## src/rtl/id_stage_pkg.sv

```systemverilog
// Shared decode definitions for the ID stage: opcodes, next-PC encodings,
// Tuse constants and the instruction decoder used by id_stage.
package id_stage_pkg;

  localparam logic [5:0] OP_RTYPE = 6'b000000;
  localparam logic [5:0] OP_BEQ   = 6'b000100;
  localparam logic [5:0] OP_J     = 6'b000010;
  localparam logic [5:0] OP_JAL   = 6'b000011;
  localparam logic [5:0] OP_ORI   = 6'b001101;
  localparam logic [5:0] OP_LUI   = 6'b001111;
  localparam logic [5:0] OP_LW    = 6'b100011;
  localparam logic [5:0] OP_SW    = 6'b101011;

  localparam logic [5:0] FUNCT_JR   = 6'b001000;
  localparam logic [5:0] FUNCT_ADDU = 6'b100001;
  localparam logic [5:0] FUNCT_SUBU = 6'b100011;

  localparam logic [1:0] PC_ADD4 = 2'b00;
  localparam logic [1:0] PC_NPC  = 2'b01;
  localparam logic [1:0] PC_RFV1 = 2'b10;

  // A Tuse of 3 can never be below any 2-bit Tnew, so unused operands never stall.
  localparam logic [1:0] TUSE_NONE = 2'd3;

  typedef enum logic [1:0] {
    FWD_RF   = 2'd0,
    FWD_E    = 2'd1,
    FWD_M    = 2'd2,
    FWD_ZERO = 2'd3
  } fwd_sel_e;

  typedef enum logic [3:0] {
    I_NOP, I_BEQ, I_J, I_JAL, I_JR, I_ADDU, I_SUBU, I_ORI, I_LUI, I_LW, I_SW
  } instr_kind_e;

  typedef struct packed {
    instr_kind_e kind;
    logic [1:0]  pc_sel;
    logic        is_beq;
    logic [1:0]  tuse_rs;
    logic [1:0]  tuse_rt;
  } decode_t;

  function automatic instr_kind_e classify(input logic [31:0] instr);
    instr_kind_e k;
    k = I_NOP;
    case (instr[31:26])
      OP_BEQ: k = I_BEQ;
      OP_J:   k = I_J;
      OP_JAL: k = I_JAL;
      OP_ORI: k = I_ORI;
      OP_LUI: k = I_LUI;
      OP_LW:  k = I_LW;
      OP_SW:  k = I_SW;
      OP_RTYPE: begin
        case (instr[5:0])
          FUNCT_JR:   k = I_JR;
          FUNCT_ADDU: k = I_ADDU;
          FUNCT_SUBU: k = I_SUBU;
          default:    k = I_NOP;
        endcase
      end
      default: k = I_NOP;
    endcase
    return k;
  endfunction

  function automatic decode_t decode(input logic [31:0] instr);
    decode_t d;
    d.kind    = classify(instr);
    d.pc_sel  = PC_ADD4;
    d.is_beq  = 1'b0;
    d.tuse_rs = TUSE_NONE;
    d.tuse_rt = TUSE_NONE;
    case (d.kind)
      I_BEQ: begin
        d.pc_sel  = PC_NPC;
        d.is_beq  = 1'b1;
        d.tuse_rs = 2'd0;
        d.tuse_rt = 2'd0;
      end
      I_J, I_JAL: d.pc_sel = PC_NPC;
      I_JR: begin
        d.pc_sel  = PC_RFV1;
        d.tuse_rs = 2'd0;
      end
      I_ADDU, I_SUBU: begin
        d.tuse_rs = 2'd1;
        d.tuse_rt = 2'd1;
      end
      I_ORI, I_LW: d.tuse_rs = 2'd1;
      I_SW: begin
        d.tuse_rs = 2'd1;
        d.tuse_rt = 2'd2;
      end
      default: ;
    endcase
    return d;
  endfunction

  function automatic logic [31:0] fwd_mux(input logic [1:0]  sel,
                                          input logic [31:0] rf_val,
                                          input logic [31:0] e_val,
                                          input logic [31:0] m_val);
    logic [31:0] v;
    case (sel)
      FWD_E:    v = e_val;
      FWD_M:    v = m_val;
      FWD_ZERO: v = 32'h0;
      default:  v = rf_val;
    endcase
    return v;
  endfunction

endpackage

```

## src/rtl/id_stage_hazard_unit.sv

```systemverilog
// Stall detection (Tuse vs Tnew) and forward-source selection for the
// rs/rt operands of the D-stage instruction.
module id_stage_hazard_unit
  import id_stage_pkg::*;
(
  input  logic [4:0] rs,
  input  logic [4:0] rt,
  input  logic [1:0] tuse_rs,
  input  logic [1:0] tuse_rt,
  input  logic       we_e,
  input  logic [4:0] waddr_e,
  input  logic [1:0] tnew_e,
  input  logic       we_m,
  input  logic [4:0] waddr_m,
  input  logic [1:0] tnew_m,
  output logic       stall,
  output logic [1:0] fwd_rs,
  output logic [1:0] fwd_rt
);

  logic hit_rs_e, hit_rs_m, hit_rt_e, hit_rt_m;

  // $0 is hard-wired, so a pending write to it never creates a dependency.
  assign hit_rs_e = (rs != 5'd0) && we_e && (waddr_e == rs);
  assign hit_rs_m = (rs != 5'd0) && we_m && (waddr_m == rs);
  assign hit_rt_e = (rt != 5'd0) && we_e && (waddr_e == rt);
  assign hit_rt_m = (rt != 5'd0) && we_m && (waddr_m == rt);

  assign stall = (hit_rs_e && (tuse_rs < tnew_e)) ||
                 (hit_rs_m && (tuse_rs < tnew_m)) ||
                 (hit_rt_e && (tuse_rt < tnew_e)) ||
                 (hit_rt_m && (tuse_rt < tnew_m));

  // NOTE: every output of a combinational block gets a default first, so no path leaves it unassigned and no latch is inferred.
  always_comb begin
    fwd_rs = FWD_RF;
    if (rs == 5'd0)                      fwd_rs = FWD_ZERO;
    else if (hit_rs_e && tnew_e == 2'd0) fwd_rs = FWD_E;
    else if (hit_rs_m && tnew_m == 2'd0) fwd_rs = FWD_M;
  end

  always_comb begin
    fwd_rt = FWD_RF;
    if (rt == 5'd0)                      fwd_rt = FWD_ZERO;
    else if (hit_rt_e && tnew_e == 2'd0) fwd_rt = FWD_E;
    else if (hit_rt_m && tnew_m == 2'd0) fwd_rt = FWD_M;
  end

endmodule

```

## src/rtl/id_stage.sv

```systemverilog
// MIPS decode stage: IF/ID register, next-PC control decode, branch/jr
// operand forwarding and the Tuse/Tnew pipeline stall.
module id_stage
  import id_stage_pkg::*;
#(
  parameter logic [31:0] RESET_PC8   = 32'h0000_3008,
  parameter int          STALL_CNT_W = 16
) (
  input  logic                   clk,
  input  logic                   reset,
  input  logic [31:0]            instr_f,
  input  logic [31:0]            pc8_f,
  input  logic [31:0]            rf_rd1,
  input  logic [31:0]            rf_rd2,
  input  logic                   we_e,
  input  logic [4:0]             waddr_e,
  input  logic [31:0]            wdata_e,
  input  logic [1:0]             tnew_e,
  input  logic                   we_m,
  input  logic [4:0]             waddr_m,
  input  logic [31:0]            wdata_m,
  input  logic [1:0]             tnew_m,
  output logic [4:0]             rf_ra1,
  output logic [4:0]             rf_ra2,
  output logic [1:0]             pc_sel,
  output logic [15:0]            i16,
  output logic [25:0]            i26,
  output logic [31:0]            pc_temp,
  output logic                   co,
  output logic                   beq,
  output logic                   stall,
  output logic                   clr_e,
  output logic [31:0]            instr_d,
  output logic [31:0]            pc8_d,
  output logic [31:0]            rs_val_d,
  output logic [31:0]            rt_val_d,
  output logic [STALL_CNT_W-1:0] stall_cnt
);

  decode_t    dec;
  logic [1:0] fwd_rs, fwd_rt;

  // NOTE: state registers use non-blocking assignments so every flop samples pre-edge values.
  always_ff @(posedge clk) begin
    if (reset) begin
      instr_d   <= 32'h0;
      pc8_d     <= RESET_PC8;
      stall_cnt <= '0;
    end else begin
      // No flush path: the branch delay slot always executes.
      if (!stall) begin
        instr_d <= instr_f;
        pc8_d   <= pc8_f;
      end
      if (stall && (stall_cnt != {STALL_CNT_W{1'b1}}))
        stall_cnt <= stall_cnt + STALL_CNT_W'(1);
    end
  end

  assign dec    = decode(instr_d);
  assign rf_ra1 = instr_d[25:21];
  assign rf_ra2 = instr_d[20:16];
  assign i16    = instr_d[15:0];
  assign i26    = instr_d[25:0];
  assign pc_sel = dec.pc_sel;
  assign beq    = dec.is_beq;

  id_stage_hazard_unit u_hazard (
    .rs      (instr_d[25:21]),
    .rt      (instr_d[20:16]),
    .tuse_rs (dec.tuse_rs),
    .tuse_rt (dec.tuse_rt),
    .we_e    (we_e),
    .waddr_e (waddr_e),
    .tnew_e  (tnew_e),
    .we_m    (we_m),
    .waddr_m (waddr_m),
    .tnew_m  (tnew_m),
    .stall   (stall),
    .fwd_rs  (fwd_rs),
    .fwd_rt  (fwd_rt)
  );

  assign rs_val_d = fwd_mux(fwd_rs, rf_rd1, wdata_e, wdata_m);
  assign rt_val_d = fwd_mux(fwd_rt, rf_rd2, wdata_e, wdata_m);
  assign pc_temp  = rs_val_d;
  assign co       = (rs_val_d == rt_val_d);
  assign clr_e    = stall;

endmodule

```

## config.mk

```make
export PLATFORM = sky130hd
export DESIGN_NAME = id_stage
export DESIGN_NICKNAME = d
export VERILOG_FILES = /design/src/rtl/id_stage_pkg.sv /design/src/rtl/id_stage_hazard_unit.sv /design/src/rtl/id_stage.sv
export SDC_FILE = /design/constraint.sdc
export NUM_CORES = 1
export LEC_CHECK = 0
export ABC_AREA = 0
export ABC_CLOCK_PERIOD_IN_PS = 3400
export BUFFER_PORTS_ARGS = -buffer_cell sky130_fd_sc_hd__buf_2
export CAP_MARGIN = 40
export CORE_AREA = 2 2 174 176
export DETAILED_ROUTE_END_ITERATION = 8
export DIE_AREA = 0 0 176 178
export GPL_ROUTABILITY_DRIVEN = 1
export MAX_ROUTING_LAYER = met4
export PLACE_DENSITY_LB_ADDON = 0.25
export SYNTH_ARGS = -nofsm -noshare
export SYNTH_HDL_FRONTEND = slang
export SYNTH_HIERARCHICAL = 1
export SYNTH_SLANG_ARGS = --single-unit
```

## constraint.sdc

```tcl
create_clock -name clk -period 3.4 [get_ports clk]
set_clock_uncertainty 0.2 [all_clocks]
set_input_delay 0.34 -clock clk [delete_from_list [all_inputs] [get_ports clk]]
set_output_delay 0.34 -clock clk [all_outputs]
set_load 0.005 [all_outputs]
```

After elaboration in Yosys (flattened, before gate mapping). Index checks and enable logic that the tools add are counted. W data, S select, Z words.

Output and inout port bits: 234. Logic and storage cells: 84. Input bits: 210. Register bits after elaboration: 80. Memories: 0. RAM bits: 0. Memory bits (read-only): 0. Bits in latches: 0.

Magnitude comparators: 4. Bitwise gates (word level): 0. Shift-type cells: 0. Add/subtract/negate cells: 1. Div/mod/pow operators: 0. $mul: 0. Eq/ne operators: 31. Reductions and logical operators: 31. Mux-type cells: 14.

Operators by type and width (number): $pmux W32 S3 (2); $eq A32 B32 Y1 (1); $pmux W4 S8 (1); $eq A6 B6 Y1 const B (4); $eq A5 B5 Y1 (4); $eq A6 B4 Y1 const B (3); $logic_and A1 B1 Y1 (17); $add A16 B1 Y16 const B (1); $eq A4 B3 Y1 const B (4); $ne A16 B16 Y1 const B (1); $eq A6 B2 Y1 const B (2); $mux W2 (6); $logic_not A5 Y1 (2); $reduce_bool A5 Y1 (2); $pmux W3 S3 (1); $eq A2 B2 Y1 const B (4); $eq A4 B2 Y1 const B (2); $eq A4 B4 Y1 const B (2); $lt A2 B2 Y1 (4); $pmux W2 S2 (2); $eq A6 B3 Y1 const B (1); $logic_not A6 Y1 (1); $pmux W2 S3 (1); $reduce_or A5 Y1 (1); 7 further kinds (12).

Depth between registers and ports, before layout.
Depth after elaboration: 12. Gate-level depth with buffers: 17. Gate-level depth less buffers: 15.

Cells and area by module. Netlist, hierarchy kept.

By module, submodules not included: id_stage (area an instance 5662.9 um2, times used 1, cells an instance 631, sequential area each 1601.5 um2); id_stage_hazard_unit (area an instance 474.2 um2, times used 1, cells an instance 64, sequential area each 0.0 um2).

Worst setup path before layout. No wires, ideal clock.

Path type: reg-to-reg. Start point: register instr_d[28]. End point: register instr_d[21]. Setup time: 0.128 ns. Clock period less this slack: 3.694 ns. Data required time: 3.072 ns. Arrival: 3.367 ns. Stages on the path, launching flop included: 16. Path buffers: 4. Setup slack: -0.294 ns. Path through: dfxtp_1 > clkbuf_1 > nor2_1 > a32oi_1 > o22ai_1 > or2_2 > a211oi_1 > ha_1 > a221oi_1 > nand4_1 > nand4_1 > clkbuf_1 > clkbuf_1 > buf_2 > mux2i_1 > nor2_1.

RTL lines: from (decl) (RTL line id_stage.sv:33) `output logic [31:0] instr_d,`; from (signal assigned) (RTL line id_stage.sv:52) `instr_d <= instr_f;`.

Worst setup path in the final report.
Start point: register instr_d[22]. End point: output port co.

Word-level cells in the longest chain between the ends: 10. Elaborated cells on any way between the ends: 18. Classes of those cells: eq/ne (6); mux (4); reduce/logical (8).

RTL lines: $reduce_bool A5 Y1 (RTL line id_stage_hazard_unit.sv:24, id_stage_hazard_unit.sv:25); $logic_and A1 B1 Y1 (2 in a row) (RTL line id_stage_hazard_unit.sv:25) `assign hit_rs_m = (rs != 5'd0) && we_m && (waddr_m == rs);`; $logic_and A1 B1 Y1 (RTL line id_stage_hazard_unit.sv:39) `else if (hit_rs_m && tnew_m == 2'd0) fwd_rs = FWD_M;`; $mux W2 (RTL line id_stage_hazard_unit.sv:39); $mux W2 (RTL line id_stage_hazard_unit.sv:38) `else if (hit_rs_e && tnew_e == 2'd0) fwd_rs = FWD_E;`; $mux W2 (*) (RTL line id_stage_hazard_unit.sv:37) `if (rs == 5'd0) fwd_rs = FWD_ZERO;`; named net fwd_rs[1] (RTL line id_stage.sv:41) `logic [1:0] fwd_rs, fwd_rt;`; $eq A2 B2 Y1 or $eq A2 B1 Y1 (tied branches) (RTL line id_stage_pkg.sv:106) `case (sel)`; $pmux W32 S3 (*) (RTL line id_stage_pkg.sv:106); $eq A32 B32 Y1 (*) (RTL line id_stage.sv:87) `assign co = (rs_val_d == rt_val_d);`; to (decl) (RTL line id_stage.sv:29) `output logic co,`.

Mark *: on every way through the listed nets, which the timed path passes. The rest lies on a longest branch.

==> impl_metrics.csv <==
group,metric,value,unit
detailed_routing,wl_met1,11100,um
setup_path,end_kind,"primary output",
clock_tree,cts_tree,"yes",
timing,grt_setup_unrepaired,"true",
clock_tree,htree_levels,3,
place,place_ws,-0.693,ns
detailed_routing,first_iter_violations,214,
timing,min_period,4.01,ns
power_and_ir_drop,p_per_area,337,nW/um^2
synthesis,syn-cell-area,6140,sq um
detailed_routing,wl_per_cell,17.8,um
detailed_routing,wl_met3,1750,um
detailed_routing,dr.pass1.iters,4,
floorplan,start_util,0.209,
place,dp_hpwl,22100,um
synthesis,synth_area_leaders,"dfxtp_1 26%, mux2i_1 20%, buf_4 11%",
synthesis,yosysTopAreaCell,"dfxtp_1",
timing,fmax,250,MHz
place,dp.cells,1541,
timing,hold_viol,0,
global_routing,grt_max_degree,60,
place,routabilityCongestion,0.893,
timing,timing.final.crit_share,1.18,
floorplan,pin_count,444,
synthesis,syn_inst,695,
synthesis,synth_seq_area_share,0.261,
final_layout,instances_no_fill,1599,
synthesis,mappedNetlistNets,910,
min_path,hp-class,"in2reg",
min_path,min_from,"pc8_f[2]",
power_and_ir_drop,total_power,3.50,mW
global_routing,grt_pass1_vias,6674,
timing,setup-violations-final,14,
setup_path,r2r-start,"instr_d[26]$_SDFFE_PP0N_",
global_routing,grt_usage,0.173,
setup_path,worstPathRequired,2.86,ns
synthesis,synth-async-reset-ratio,0,
clock_tree,clk_pin_slew,0.07,ns
synthesis,synth_top_area_frac,0.261,
detailed_routing,top_layer_used,"met4",
timing,worst_slew_pin_slew,0.437,ns
synthesis,synth.yosys.warnings,6,
timing,slew_headroom,0.708,
setup_path,startpoint_type,"flop",
detailed_routing,met2_length,15100,um
final_layout,drive_above_1_share,0.592,
timing,fin_ws,-0.606,ns
run,drv_cap,0,
detailed_routing,drc,0,
detailed_routing,vias,6916,
clock_tree,cts_sinks,80,
timing,maxSlewViolCount,0,
global_routing,grt_pass1_wl,39500,um
power_and_ir_drop,ir_drop,0.000262,V
clock_tree,clockBufferDepth,2,
clock_tree,insertion_delay,0.35,ns
synthesis,synth-edff-count,0,
status,outcome,"complete, but fails checks",
final_layout,fin_util,0.353,
synthesis,synth-seq-cells,80,
global_routing,grt-ovfl-total,0,
floorplan,core,29400,sq um
timing,setup-tns-final,-1.48,ns
detailed_routing,ant_nets,0,
setup_path,crit_arrival,3.47,ns
setup_path,crit_fanout,7,
clock_tree,numCtsBuffers,9,
final_layout,nets,1410,
floorplan,fp-row-count,63,
floorplan,fp.dieW,176,um
synthesis,synthFlopType,"dfxtp_1",
global_routing,antenna_found_initial,12,
clock_tree,cts_root_buffer,"clkbuf_16",
floorplan,die-area,31300,sq um
status,violations,"negative setup slack",
final_layout,syn_to_final_growth,68.9,%
floorplan,die_y,178,um
detailed_routing,routed_via_density,4.33,
synthesis,synth_area_per_cell,8.83,sq um
detailed_routing,wl,28500,um
place,port_buffers,443,
setup_path,critPathLaunch,"instr_d[22]$_SDFFE_PP0N_",
synthesis,yosysUniqueCellTypes,46,
setup_path,worstSetupPathType,"reg2out",
power_and_ir_drop,p_leak,4.92,nW
cells in the final DEF, fill, tap and decap left out, drive strengths merged, types with 2 or more instances in the layout:
cell / synthesis / final
a211o: 3 / 3
a211oi: 2 / 2
a21o: 3 / 3
a21oi: 5 / 5
and3: 6 / 6
buf: 115 / 613
clkbuf: 16 / 16
dfxtp: 80 / 80
diode: 0 / 9
ha: 5 / 5
inv: 5 / 7
mux2i: 125 / 125
nand2: 34 / 34
nand2b: 4 / 4
nand3: 12 / 12
nand4: 14 / 14
nand4b: 2 / 2
nor2: 80 / 80
nor2b: 9 / 11
nor3: 3 / 3
nor3b: 2 / 2
nor4: 14 / 14
o21ai: 28 / 28
o2bb2ai: 44 / 44
o31a: 2 / 2
or2: 2 / 2
or3: 4 / 4
xnor2: 18 / 18
xor2: 47 / 47
synthesized netlist by cell type (all sizes together) (2+ instances only):
cell type	number
nor2b	9
and3	6
nand3	12
o21ai	28
or2	2
nor4	14
ha	5
nand4b	2
o2bb2ai	44
xor2	47
a21oi	5
nand2	34
nor2	80
nor3	3
inv	5
mux2i	125
nand2b	4
dfxtp	80
or3	4
o31a	2
a211oi	2
clkbuf	16
buf	115
nor3b	2
nand4	14
a211o	3
a21o	3
xnor2	18
stage by stage:
step                hold slack, ns  instance area (sq um)
finish                      0.0190                  10400
CTS                        0.00435                   9950
global route                0.0242                  10400
global placement             0.244                   9130
floorplan                    0.263                   6180
detailed placement           0.250                   9130
area by class of cell:
cell class | count | area (sq um)
inverter | 5 | 18.8
clock buffer | 11 | 253
sequential | 80 | 1630
fill | 3120 | 19000
tap | 390 | 488
clock inverter | 5 | 60.1
multi-input combinational | 481 | 3940
antenna | 9 | 22.5
timing repair buffer | 618 | 3960
critical path, cell delays in order, from the launching register on:
cell and delay (ns):
dfxtp_4 0.37, xor2_2 0.15, nor4_2 0.29, buf_4 0.16, nand4_1 0.13, o21ai_4 0.20
buf_12 0.17, buf_12 0.12, mux2i_2 0.23, o2bb2ai_2 0.09, xor2_1 0.19, nor4_2 0.41
nand4_1 0.19, nor4_2 0.26, buf_2 0.16
state kept, by name, summed over array words and instances (netlist names):
register	cells
pc8_d	32
stall_cnt	16
instr_d	32
cells by family after synthesis:
| logic type | synth area share |
|---|---|
| adders and majority gates | 0.0102 |
| xor gates and xnor gates | 0.0928 |
| AOI/OAI and AO/OA | 0.119 |
| DFF | 0.261 |
| and+or+nand+nor | 0.157 |
| muxes | 0.206 |
| buffers and inverters | 0.155 |
path summary, 6_finish.rpt:
check,endpoint,slack [ns],cells past startpoint
worst max-delay path,co,-0.61,14
worst min-delay path,pc8_d[2]$_SDFFE_PP0N_,0.02,3
worst max register to register,stall_cnt[10]$_SDFFE_PP0P_,-0.12,16
worst min register to register,pc8_d[13]$_SDFFE_PP1N_,0.28,1
timing repair:
| item | CTS | global route |
|---|---|---|
| gates resized for setup | 46 | 55 |
| gates cloned | 7 | 5 |
| endpoints found under the setup margin | 116 | 137 |
| endpoints found under the hold margin | 0 | 0 |
| pin swaps | 21 | 24 |
| buffers inserted | 15 | 9 |
| hold buffers | 0 | 0 |
power by group:
part           switching, mW  total, mW  internal [mW]
clock                  0.417       1.03          0.613
combinational          0.675       1.44          0.767
sequential            0.0432       1.03          0.983
metal layers:
metal | track usage | vias up
li1 | - | 3385
met2 | 0.314 | 282
met3 | 0.0343 | 20
met5 | - | -
met1 | 0.189 | 3229
met4 | 0.0537 | 0
Power figures use the tool's default switching activity.
